==> src/rtl/pong_pkg.sv <==
// Shared Pong definitions: sound cue codes and sequencer FSM states.
package pong_pkg;

    typedef logic [1:0] sfx_cue_t;

    localparam sfx_cue_t CUE_WALL   = 2'b00;
    localparam sfx_cue_t CUE_PADDLE = 2'b01;
    localparam sfx_cue_t CUE_SCORE  = 2'b10;

    typedef enum logic [1:0] {
        S_IDLE = 2'b00,
        S_TRIG = 2'b01,
        S_HOLD = 2'b10,
        S_GAP  = 2'b11
    } sfx_state_t;

endpackage

==> src/rtl/sfx_fifo.sv <==
// Small synchronous FIFO; a push into a full FIFO is accepted when a pop
// happens in the same cycle (the head is read before the slot is rewritten).
module sfx_fifo #(
    parameter int unsigned DEPTH = 4,
    parameter int unsigned W     = 2
) (
    input  logic                     clk,
    input  logic                     rst,
    input  logic                     push,
    input  logic                     pop,
    input  logic [W-1:0]             wdata,
    output logic [W-1:0]             rdata,
    output logic                     full,
    output logic                     empty,
    output logic [$clog2(DEPTH):0]   count
);

    localparam int unsigned AW   = $clog2(DEPTH);
    localparam int unsigned CNTW = AW + 1;

    logic [W-1:0]  mem [DEPTH];
    logic [AW-1:0] wr_ptr;
    logic [AW-1:0] rd_ptr;
    logic          do_push;
    logic          do_pop;

    assign full    = (count == CNTW'(DEPTH));
    assign empty   = (count == '0);
    assign do_pop  = pop && !empty;
    assign do_push = push && (!full || do_pop);
    assign rdata   = mem[rd_ptr];

    // Pointer and occupancy bookkeeping.
    always_ff @(posedge clk) begin
        if (rst) begin
            wr_ptr <= '0;
            rd_ptr <= '0;
            count  <= '0;
        end else begin
            if (do_push) wr_ptr <= wr_ptr + AW'(1);
            if (do_pop)  rd_ptr <= rd_ptr + AW'(1);
            if (do_push && !do_pop)      count <= count + CNTW'(1);
            else if (do_pop && !do_push) count <= count - CNTW'(1);
        end
    end

    // Storage write; no reset needed since occupancy gates every read.
    always_ff @(posedge clk) begin
        if (do_push) mem[wr_ptr] <= wdata;
    end

endmodule

==> src/rtl/pong_sfx_sequencer.sv <==
// Queues Pong game events as sound cues and replays them as spaced beeper
// triggers with a tone select; score cues beep twice.
module pong_sfx_sequencer
    import pong_pkg::*;
#(
    parameter int unsigned BEEP_CYCLES = 8388608,
    parameter int unsigned GAP_CYCLES  = 2500000,
    parameter int unsigned FIFO_DEPTH  = 4
) (
    input  logic                          clk,
    input  logic                          rst,
    input  logic                          paddle_hit,
    input  logic                          wall_hit,
    input  logic                          score,
    output logic                          beep_trig,
    output logic [1:0]                    tone_sel,
    output logic                          busy,
    output logic [$clog2(FIFO_DEPTH):0]   q_count,
    output logic                          dropped
);

    localparam int unsigned CMAX = (BEEP_CYCLES > GAP_CYCLES) ? BEEP_CYCLES : GAP_CYCLES;
    localparam int unsigned CW   = $clog2(CMAX) + 1;

    sfx_state_t state;
    sfx_state_t state_next;
    logic [CW-1:0] cnt;
    sfx_cue_t cue_q;
    logic     rep_q;

    sfx_cue_t ev_cue;
    logic     ev_any;
    logic     ev_multi;
    logic     push;
    logic     pop;
    sfx_cue_t head;
    logic     fifo_full;
    logic     fifo_empty;

    logic       trig_d;
    logic [1:0] tone_d;
    logic       busy_d;
    logic       drop_d;

    // Priority pick of the single cue enqueued this cycle.
    always_comb begin
        ev_cue   = CUE_WALL;
        ev_any   = score | paddle_hit | wall_hit;
        ev_multi = (score & paddle_hit) | (score & wall_hit) | (paddle_hit & wall_hit);
        if (score)           ev_cue = CUE_SCORE;
        else if (paddle_hit) ev_cue = CUE_PADDLE;
    end

    assign push = ev_any && !rst;
    assign pop  = (state == S_IDLE) && !fifo_empty;

    sfx_fifo #(
        .DEPTH (FIFO_DEPTH),
        .W     (2)
    ) u_fifo (
        .clk   (clk),
        .rst   (rst),
        .push  (push),
        .pop   (pop),
        .wdata (ev_cue),
        .rdata (head),
        .full  (fifo_full),
        .empty (fifo_empty),
        .count (q_count)
    );

    // FSM state register.
    always_ff @(posedge clk) begin
        if (rst) state <= S_IDLE;
        else     state <= state_next;
    end

    // Next-state logic.
    always_comb begin
        state_next = state;
        case (state)
            S_IDLE: if (!fifo_empty) state_next = S_TRIG;
            S_TRIG: state_next = S_HOLD;
            S_HOLD: if (cnt == '0) state_next = S_GAP;
            S_GAP: begin
                if (cnt == '0) begin
                    if ((cue_q == CUE_SCORE) && !rep_q) state_next = S_TRIG;
                    else                                state_next = S_IDLE;
                end
            end
            default: state_next = S_IDLE;
        endcase
    end

    // Output values for the next cycle, derived from the upcoming state.
    always_comb begin
        trig_d = (state_next == S_TRIG);
        busy_d = (state_next != S_IDLE);
        tone_d = tone_sel;
        if (state_next == S_TRIG) tone_d = (state == S_IDLE) ? head : cue_q;
        drop_d = ev_multi || (ev_any && fifo_full && !pop);
    end

    // Shared HOLD/GAP down-counter, reloaded on entry, parked at zero.
    always_ff @(posedge clk) begin
        if (rst)                               cnt <= '0;
        else if (state == S_TRIG)              cnt <= CW'(BEEP_CYCLES - 1);
        else if (state == S_HOLD && cnt == '0) cnt <= CW'(GAP_CYCLES - 1);
        else if (cnt != '0)                    cnt <= cnt - CW'(1);
    end

    // Latched cue and score-repeat flag.
    always_ff @(posedge clk) begin
        if (rst) begin
            cue_q <= CUE_WALL;
            rep_q <= 1'b0;
        end else if (pop) begin
            cue_q <= head;
            rep_q <= 1'b0;
        end else if (state == S_GAP && state_next == S_TRIG) begin
            rep_q <= 1'b1;
        end
    end

    // Registered outputs.
    always_ff @(posedge clk) begin
        if (rst) begin
            beep_trig <= 1'b0;
            tone_sel  <= 2'b00;
            busy      <= 1'b0;
            dropped   <= 1'b0;
        end else begin
            beep_trig <= trig_d;
            tone_sel  <= tone_d;
            busy      <= busy_d;
            dropped   <= drop_d;
        end
    end

endmodule

==> config.mk <==
export PLATFORM = sky130hd
export DESIGN_NAME = pong_sfx_sequencer
export DESIGN_NICKNAME = d
export VERILOG_FILES = /design/src/rtl/pong_pkg.sv /design/src/rtl/sfx_fifo.sv /design/src/rtl/pong_sfx_sequencer.sv
export SDC_FILE = /design/constraint.sdc
export NUM_CORES = 1
export LEC_CHECK = 0
export BUFFER_PORTS_ARGS = -buffer_cell sky130_fd_sc_hd__buf_2
export CAP_MARGIN = 0
export CORE_UTILIZATION = 45
export DETAILED_ROUTE_END_ITERATION = 10
export SLEW_MARGIN = 5
export SYNTH_ARGS = -nofsm -noshare
export SYNTH_HDL_FRONTEND = slang
export SYNTH_HIERARCHICAL = 1
export SYNTH_SLANG_ARGS = --single-unit
==> constraint.sdc <==
create_clock -name clk -period 4 [get_ports clk]
set_input_delay 0.4 -clock clk [delete_from_list [all_inputs] [get_ports clk]]
set_output_delay 0.4 -clock clk [all_outputs]
set_load 0.005 [all_outputs]
### Yosys cells after proc, flatten, opt, wreduce, memory -nomap -nowiden

Memory sizes are Yosys's and may differ from the RTL's. A register that Yosys moved wholly into a read port is not among the register bits.
Index checks and enable logic that the tools add are counted.

* input bits: 5
* memories: 1
* output and inout bits: 8
* memory bits (writable): 8
* word-level logic and storage cells: 77
* bits in registers: 41

* add/sub/neg operators: 5
* reduce and logical (&&, ||, !) cells: 29
* equality and inequality tests: 6
* muxes and demuxes: 17
* bitwise gates (word level): 7

Memories
* u_fifo.mem: depth 4, width 2, rd ports 1, clocked after Yosys merged registers in 1, write ports 1, line sfx_fifo.sv:21 `logic [W-1:0] mem [DEPTH];`

Operators by type and width (number)
* $mux W23: 3
* $logic_not A24 Y1: 1
* $reduce_bool A24 Y1: 1
* $sub A24 B1 Y24 const B: 1
* $mux W2: 7
* $logic_and A1 B1 Y1: 11
* $pmux W2 S4: 1
* $logic_not A1 Y1: 7
* $eq A2 B2 Y1 const B: 3
* $mux W3: 2
* $add A2 B1 Y2 const B: 2
* $eq A2 B1 Y1 const B: 2
* $mux W1: 4
* $or A1 B1 Y1: 4
* $reduce_bool A2 Y1: 2
* $add A3 B1 Y3 const B: 1
* $and A1 B1 Y1: 3
* $eq A3 B3 Y1 const B: 1
* $logic_not A3 Y1: 1
* $reduce_bool A3 Y1: 1
* $reduce_or A3 Y1: 1
* $sub A3 B1 Y3 const B: 1
* $logic_not A2 Y1: 1
* $logic_or A1 B1 Y1: 2
* $reduce_or A2 Y1: 1

### Logic depth before layout (Yosys ltp)

Gate-level depths: netlist of run 1.

* depth after elaboration: 10
* gate-level depth with buffers: 12
* gate-level depth less buffers: 11

### Hierarchy

The synthesis of run 1 kept the hierarchy.

Modules (own cells, without submodules)
* pong_sfx_sequencer: cells an instance 212, seq. area each 680.7 um^2, times used 1, area an instance 1717.9 um^2
* sfx_fifo: cells an instance 58, seq. area each 420.4 um^2, times used 1, area an instance 768.2 um^2

### Worst setup path after synthesis of run 1

No wires, ideal clock.

* kind: register -> register
* start: register u_fifo.count[0]
* end: register u_fifo.count[2]
* path slack: 1.045 ns
* library setup time: 0.070 ns
* path buffers: 1
* required time: 3.930 ns
* clock period less this slack: 2.955 ns
* data arrival time: 2.884 ns
* stages on the path, launching flop included: 13
* cells stage by stage: dfxtp_1 nor3_1 or3_1 clkbuf_1 inv_1 inv_1 a21boi_2 ha_1 inv_1 fa_1 xor2_1 or3_2 a21oi_1

* longest elaborated chain between the ends: 9
* elaborated cells on any way between the ends: 17
* those cells by class: add/sub (2); eq/ne (1); mux (2); reduce/logical (12)

Ends and longest elaborated chain
* start, declared: line sfx_fifo.sv:15 `output logic [$clog2(DEPTH):0] count`
* start signal, assigned: line sfx_fifo.sv:42 `if (do_push && !do_pop) count <= count + CNTW'(1);`
* start signal, assigned: line sfx_fifo.sv:43 `else if (do_pop && !do_push) count <= count - CNTW'(1);`
* $logic_not A3 Y1 *: line sfx_fifo.sv:28 `assign empty = (count == '0);`
* named net fifo_empty: line pong_sfx_sequencer.sv:38 `logic fifo_empty;`
* $logic_not A1 Y1 *: line pong_sfx_sequencer.sv:55 `assign pop = (state == S_IDLE) && !fifo_empty;`
* $logic_and A1 B1 Y1 *: line pong_sfx_sequencer.sv:55
* named net pop: line pong_sfx_sequencer.sv:35 `logic pop;`
* $logic_and A1 B1 Y1 *: line sfx_fifo.sv:29 `assign do_pop = pop && !empty;`
* $logic_or A1 B1 Y1 *: line sfx_fifo.sv:30 `assign do_push = push && (!full || do_pop);`
* $logic_and A1 B1 Y1 *: line sfx_fifo.sv:30
* named net u_fifo.do_push: line sfx_fifo.sv:24 `logic do_push;`
* $logic_not A1 Y1: line sfx_fifo.sv:43
* $logic_and A1 B1 Y1: line sfx_fifo.sv:43
* $reduce_bool A2 Y1 (no line)

Mark *: on every way through the listed nets, which the timed path passes. The rest lies on a longest branch. The select of a mux whose other input is x is not followed.
A chain may end at the register's enable or synchronous reset.

### Worst setup path after layout of run 1

Ends and elaborated chain as after synthesis.

==> impl_metrics.yaml, run 1 <==
clocking:
  cts_setup_buffers: 0
  cts_hold_buf: 0
  tritoncts: "built"
  clkLatencyLatePin_ns: 0.31
  cts.repair.resized: 0
  htree_num_levels: 2
  root_buffer: "clkbuf_8"
  cts.sinks: 51
  path_clk_slew_ns: 0.10
  clockBufferDepth: 2
  cts_buffers: 5
timing:
  rsz0062_at_grt: "false"
  setup_tns_ns: 0
  relSlewSlack_pct: 52.22
  fmax_mhz: 305.5
  finalCritPeriodShare_pct: 81.83
  fin_crit_ns: 3.273
  hold_viol: 0
  drv_slew: 0
  final-setup-viol-count: 0
  fin_skew_ns: 0.009619
  worst_pin_slew_ns: 0.7101
cells_and_area:
  nFillCells: 510
  nets: 291
  utilization_pct: 51.54
  instances_no_fill: 350
  fin_area_mm2: 0.002683
  layout_common_cells: "43 x dfxtp_1, 31 x nor2_1, 24 x a21oi_1, 14 x nand2_1, 14 x o21ai_0"
  diodes: 0
  final_common_cell: "dfxtp_1"
  drive_above_1_share_pct: 15.36
  area_growth_syn_to_layout_pct: 7.901
die:
  rows: 26
  chipWidth_um: 76.33
  start_util_pct: 47.76
  dieArea_mm2: 0.005826
  core_mm2: 0.005205
  die_h_um: 76.33
  pin_count: 13
drt:
  drcViolationCount: 0
  drtIter0Drc: 123
  routed_wl_um: 4955
  top_layer: "met4"
  first_pass_iters: 4
  m1WireLength_um: 2631
  wire_per_inst_um: 14.16
  dr_wl_met3_um: 157
  vias: 1952
  ant_nets: 0
  dr_wl_met2_um: 2083
  routed_via_density: 5.577
yosys:
  yosys_warnings: 6
  ys.flop_type: "dfxtp_1"
  synth_seq_cells: 51
  syn_area_per_cell_um2: 9.208
  syn_nets: 282
  synth_area_mm2: 0.002486
  yosys.cell_types.count: 51
  synth_edf_count: 8
  syn_inst: 270
  async_flop_share_pct: 0
  seq_area_frac_synth_pct: 44.29
place:
  io_buffers: 12
  placed_area_mm2: 0.002586
  hpwl_um: 3420
  gp_congestion: 0.7961
  dp_cells: 342
worst_setup_path:
  worst-path-max-fanout: 9
  endpoint_kind: "flip-flop"
  cp-start-kind: "flip-flop"
  r2r_slack_ns: 0.73
  crit_start: "u_fifo/count[0]$_SDFFE_PP0P_"
  worstSetupPathType: "flip-flop to flip-flop"
  cp.arrival_ns: 3.51
  r2r_start: "u_fifo/count[0]$_SDFFE_PP0P_"
  cp.required_ns: 4.24
global_route:
  grt_pass1_wl_um: 9170
  antenna_found_initial: 0
  grt_max_degree: 46
  grt_pass1_vias: 1924
  grt_usage_pct: 19.54
  grt_overflow: 0
worst_hold_path:
  hold_path.class: "input pin to flip-flop"
  holdCritStartpoint: "score"
job:
  drv_cap: 0
power_and_ir_drop:
  peakVddDrop_mv: 0.3131
  power_w: 0.002133
  p_per_area_mw_per_mm2: 795.1
  p_leak_nw: 1.007
run_status:
  status: "finished clean"
state kept, by name (all words and copies together) (netlist names), named ones only:
name           flops
u_fifo/wr_ptr      2
u_fifo/mem         8
state              2
u_fifo/count       3
cue_q              2
dropped            1
busy               1
cnt               24
u_fifo/rd_ptr      2
rep_q              1
tone_sel           2
beep_trig          1
Yosys cell counts, types with 3 or more instances:
cell type / count / area (um^2)
dfxtp_1: 43 / 860.8
nor2_1: 31 / 116.4
a21oi_1: 24 / 120.1
nand2_1: 14 / 52.55
o21ai_0: 14 / 70.07
inv_1: 10 / 37.54
xor2_1: 10 / 87.58
a31oi_1: 8 / 50.05
clkbuf_1: 8 / 30.03
edfxtp_1: 8 / 240.2
nor3_1: 8 / 40.04
a211oi_1: 6 / 45.04
ha_1: 6 / 75.07
nor4_1: 6 / 37.54
or4_1: 6 / 45.04
nand3_1: 5 / 25.02
or3_1: 5 / 31.28
and2_2: 4 / 30.03
mux2i_1: 4 / 40.04
nand2b_1: 3 / 18.77
nand4_1: 3 / 18.77
o31ai_1: 3 / 22.52
or2_2: 3 / 18.77
xnor2_1: 3 / 26.28
critical path: stages (launching register included):
cell	delay (ns)
dfxtp_1	0.51
nor3_1	0.14
or3_1	0.53
inv_1	0.22
inv_1	0.08
a21boi_2	0.33
ha_1	0.25
inv_1	0.06
fa_1	0.37
xor2_1	0.15
or3_2	0.40
a21oi_1	0.15
through the flow:
stage	worst slack (ns)	hold WS, ns
finish	0.7267	0.3781
global route	0.4746	0.3819
detailed placement	0.7378	0.4507
floorplan	1.045	0.4290
CTS	0.6969	0.3716
global placement	0.8673	0.4548
layer usage:
metal,global-route usage (%),up-vias
met5,0,-
met4,7.308,0
met3,3.952,7
met2,29.01,33
met1,27.87,912
li1,-,1000
final timing paths:
path                                                endpoint  cells past startpoint
worst max register to register  u_fifo/count[2]$_SDFFE_PP0P_                     11
worst min-delay path              u_fifo/mem[0][1]$_DFFE_PP_                      1
worst min register to register         cue_q[0]$_SDFFE_PP0P_                      2
worst max-delay path            u_fifo/count[2]$_SDFFE_PP0P_                     11
layout make-up:
class	count	area, um^2	share of cell area (%)
well taps	70	87.58	3.265
clock inverters	3	27.53	1.026
inverters	10	37.54	1.399
flip-flops and latches	51	1101	41.04
repair buffers	15	82.58	3.078
multi-input cells	196	1277	47.62
clock buffers	5	68.82	2.565
logic make-up after synthesis:
kind of cell / count (synthesis) / share of synthesized area [%]
AOI/OAI and AO/OA: 65 / 16.06
muxes: 7 / 4.026
and+or+nand+nor: 104 / 22.90
xor gates and xnor gates: 13 / 4.580
buffers and inverters: 23 / 4.328
adders and majority gates: 7 / 3.825
DFF: 51 / 44.29
power breakdown:
| part | switching (W) | internal (W) | total (W) |
|---|---|---|---|
| Clock | 0.000185 | 0.000130 | 0.000314 |
| Sequential | 0.000167 | 0.000693 | 0.000861 |
| Combinational | 0.000557 | 0.000401 | 0.000958 |
| Total | 0.000908 | 0.00122 | 0.00213 |
No activity file was read; power rests on OpenSTA's default activity.
==> inputs of run 2 (changes only) <==
ABC_AREA = 1   (was default)
clock period = 3.35 ns   (was 4 ns; I/O delays follow)
==> run 2 against run 1 <==
Against the previous run:
- cell area grew 9.6%
- combinational power grew 47%
- sequential share of layout area shrank 3.6 points
- worst setup slack gained 0.18 ns
- critical path depth grew 6
- hold slack lost 0.080 ns
- via count grew 15%
- count of clock-buffer cells in the layout grew 2
- flip-flop and latch count is the same
- register-to-register slack gained 0.18 ns
- clock power grew 17%
- synthesized area grew 9.7%
- largest power group unchanged
- highest routed layer unchanged
==> impl_metrics.yaml, run 2 <==
yosys:
  syn_inst: 373
  ys.flop_type: "dfxtp_1"
  async_flop_share_pct: 0
  ys_top_cells_by_count: "75 x nand2_1, 56 x nor2_1, 55 x inv_1"
  synthTopCellsByArea: "dfxtp_1 32%, nand2_1 10%, edfxtp_1 8.8%"
  yosys_warnings: 6
  synth_top_area_share_pct: 31.57
  synth_top_area_cell: "dfxtp_1"
  synth_mux_area_share_pct: 0.3671
  synth_adder_area_share_pct: 3.488
  synth_xor_area_share_pct: 1.285
  synth_top_family_by_area: "simple AND/OR/NAND/NOR gates"
  yosysMostFrequentCell: "nand2_1"
  syn_area_per_cell_um2: 7.309
  synthSimpleGateAreaFrac_pct: 32.68
  yosys.cell_types.count: 35
  synth_area_mm2: 0.002726
  seq_area_frac_synth_pct: 40.39
  synth_edf_count: 8
  synth_compound_area_share_pct: 12.21
  syn_nets: 385
  synth_seq_cells: 51
worst_setup_path:
  slowest_stage: "dfxtp_1"
  worstSetupPathType: "flip-flop to flip-flop"
  cp_num_cells: 17
  cp_cell_sequence: "nor2_4 > nand2_4 > inv_1 > nor2_2 > inv_2 > nand3_2 > nand2_1 > inv_1 > ha_1 > inv_1 > fa_1 > inv_1 > nand2_1 > nand3_1 > nand2_1 > nand2_1 > nor2_1"
  reg2reg_depth: 17
  critical_path.top_delay_family: "simple AND/OR/NAND/NOR gates"
  endpoint_kind: "flip-flop"
  path_buf_inv: 5
  worst-path-max-fanout: 7
  cp.required_ns: 3.54
  cp.arrival_ns: 2.64
  cp-start-kind: "flip-flop"
  critPathMaxStageDelay_ns: 0.49
clocking:
  root_buffer: "clkbuf_8"
  cts.repair.resized: 0
  tritoncts: "built"
  cts_hold_buf: 0
  path_clk_slew_ns: 0.09
  clkLatencyLatePin_ns: 0.30
  cts_setup_buffers: 0
  htree_num_levels: 2
  cts.sinks: 51
  clockBufferDepth: 2
  cts_buffers: 5
drt:
  routed_wl_um: 5466
  vias: 2242
  routed_via_density: 4.874
  wire_per_inst_um: 11.88
  first_pass_iters: 5
  drcViolationCount: 0
  drtIter0Drc: 73
  ant_nets: 0
power_and_ir_drop:
  switching_share_pct: 45.79
  power_frac_comb_pct: 50.9
  sequentialPowerShare_pct: 35.9
  power.net_switching_w: 0.001270
  p_int_w: 0.001504
  p_per_area_mw_per_mm2: 943.5
  peakVddDrop_mv: 0.4382
  p_leak_nw: 1.328
  p_clk_share_pct: 13.2
die:
  chipWidth_um: 79.84
  dieArea_mm2: 0.006374
  pin_count: 13
  core_mm2: 0.005675
  start_util_pct: 48.04
  die_h_um: 79.84
  rows: 27
worst_hold_path:
  worstHoldPathCells: 1
  hold_path.class: "input pin to flip-flop"
place:
  dp_slack_ns: 0.9203
  gp_congestion: 0.8044
  hpwl_um: 3957
  io_buffers: 12
cells_and_area:
  nets: 399
  diodes: 0
  utilization_pct: 51.81
  largestRegisters: "cnt (24), u_fifo/mem (8), u_fifo/count (3)"
  layout_common_cells: "75 x nand2_1, 56 x nor2_1, 55 x inv_1, 43 x dfxtp_1, 30 x nand3_1"
  regMostFlops: "cnt"
  largest_reg_flops: 24
  drive_above_1_share_pct: 14.18
  final_common_cell: "nand2_1"
  area_growth_syn_to_layout_pct: 7.848
timing:
  relSlewSlack_pct: 72.53
  hold_viol: 0
  fmax_mhz: 409.3
  final-setup-viol-count: 0
  worst_pin_slew_ns: 0.4116
  layout_setup_ws_ns: 0.9067
  setup_tns_ns: 0
  fin_skew_ns: 0.008808
  finalCritPeriodShare_pct: 72.93
  rsz0062_at_grt: "false"
  drv_slew: 0
  fin_crit_ns: 2.443
job:
  drv_cap: 0
global_route:
  grt_overflow: 0
  grt_max_degree: 30
  grt_pass1_wl_um: 9528
  grt_pass1_vias: 2128
  grt_usage_pct: 19.10
  antenna_found_initial: 0
run_status:
  status: "finished clean"
[run 2: power groups by stage]
stage	clock [W]	combinational [W]	sequential, W
2_1_floorplan	0	0.00116	0.000974
6_report	0.000367	0.00141	0.000995
3_5_place_dp	0	0.00142	0.00101
3_3_place_gp	0	0.00141	0.00100
4_1_cts	0.000380	0.00143	0.000993
5_1_grt	0.000404	0.00163	0.00103
[run 2: final timing paths]
path	start	to	slack, ns
hold reg to reg	rep_q$_SDFFE_PP0P_	rep_q$_SDFFE_PP0P_	0.47
setup / recovery	u_fifo/count[0]$_SDFFE_PP0P_	u_fifo/count[2]$_SDFFE_PP0P_	0.91
hold / removal	score	u_fifo/mem[3][1]$_DFFE_PP_	0.30
setup reg to reg	u_fifo/count[0]$_SDFFE_PP0P_	u_fifo/count[2]$_SDFFE_PP0P_	0.91
[run 2: metal layers]
layer,vias up,routed length (um),global-route usage (%)
met4,0,48,4.286
met3,5,160,3.429
met2,29,2491,33.16
met5,-,0,0
li1,1215,-,-
met1,993,2764,24.47
[run 2: final cells by class]
class                      instances  area, um^2
fill                             572        2735
multi-input combinational        257        1364
sequential                        51        1101
inverter                          58       219.0
tap                               72       90.09
clock buffer                       7       86.33
timing repair buffer              14       75.07
clock inverter                     1       5.005
[run 2: logic make-up (layout without fill, tap and decap cells)]
logic type               count (synthesis)  in the layout
AND/OR/NAND/NOR                        194            194
buffers and inverters                   65             80
AO/OA/AOI/OAI                           51             51
flip-flops                              51             51
adder cells (fa/ha/maj)                  7              7
XOR/XNOR                                 4              4
multiplexers                             1              1
[run 2: through the flow]
step           cells  hold WS, ns  power (W)  cell area (um^2)
2_1_floorplan    373       0.4041   0.002136              2726
3_3_place_gp     452       0.4637   0.002411              2849
3_5_place_dp     452       0.4596   0.002429              2849
4_1_cts          460       0.2938   0.002802              2940
5_1_grt          460       0.2988   0.003064              2940
6_report         460       0.2985   0.002774              2940
[run 2: worst register-to-register path, cell delays in order, from the launching register on]
cell,delay [ns]
dfxtp_1,0.49
nor2_4,0.09
nand2_4,0.09
inv_1,0.05
nor2_2,0.29
inv_2,0.06
nand3_2,0.11
nand2_1,0.12
inv_1,0.09
ha_1,0.17
inv_1,0.07
fa_1,0.38
inv_1,0.06
nand2_1,0.04
nand3_1,0.08
nand2_1,0.06
nand2_1,0.05
nor2_1,0.04
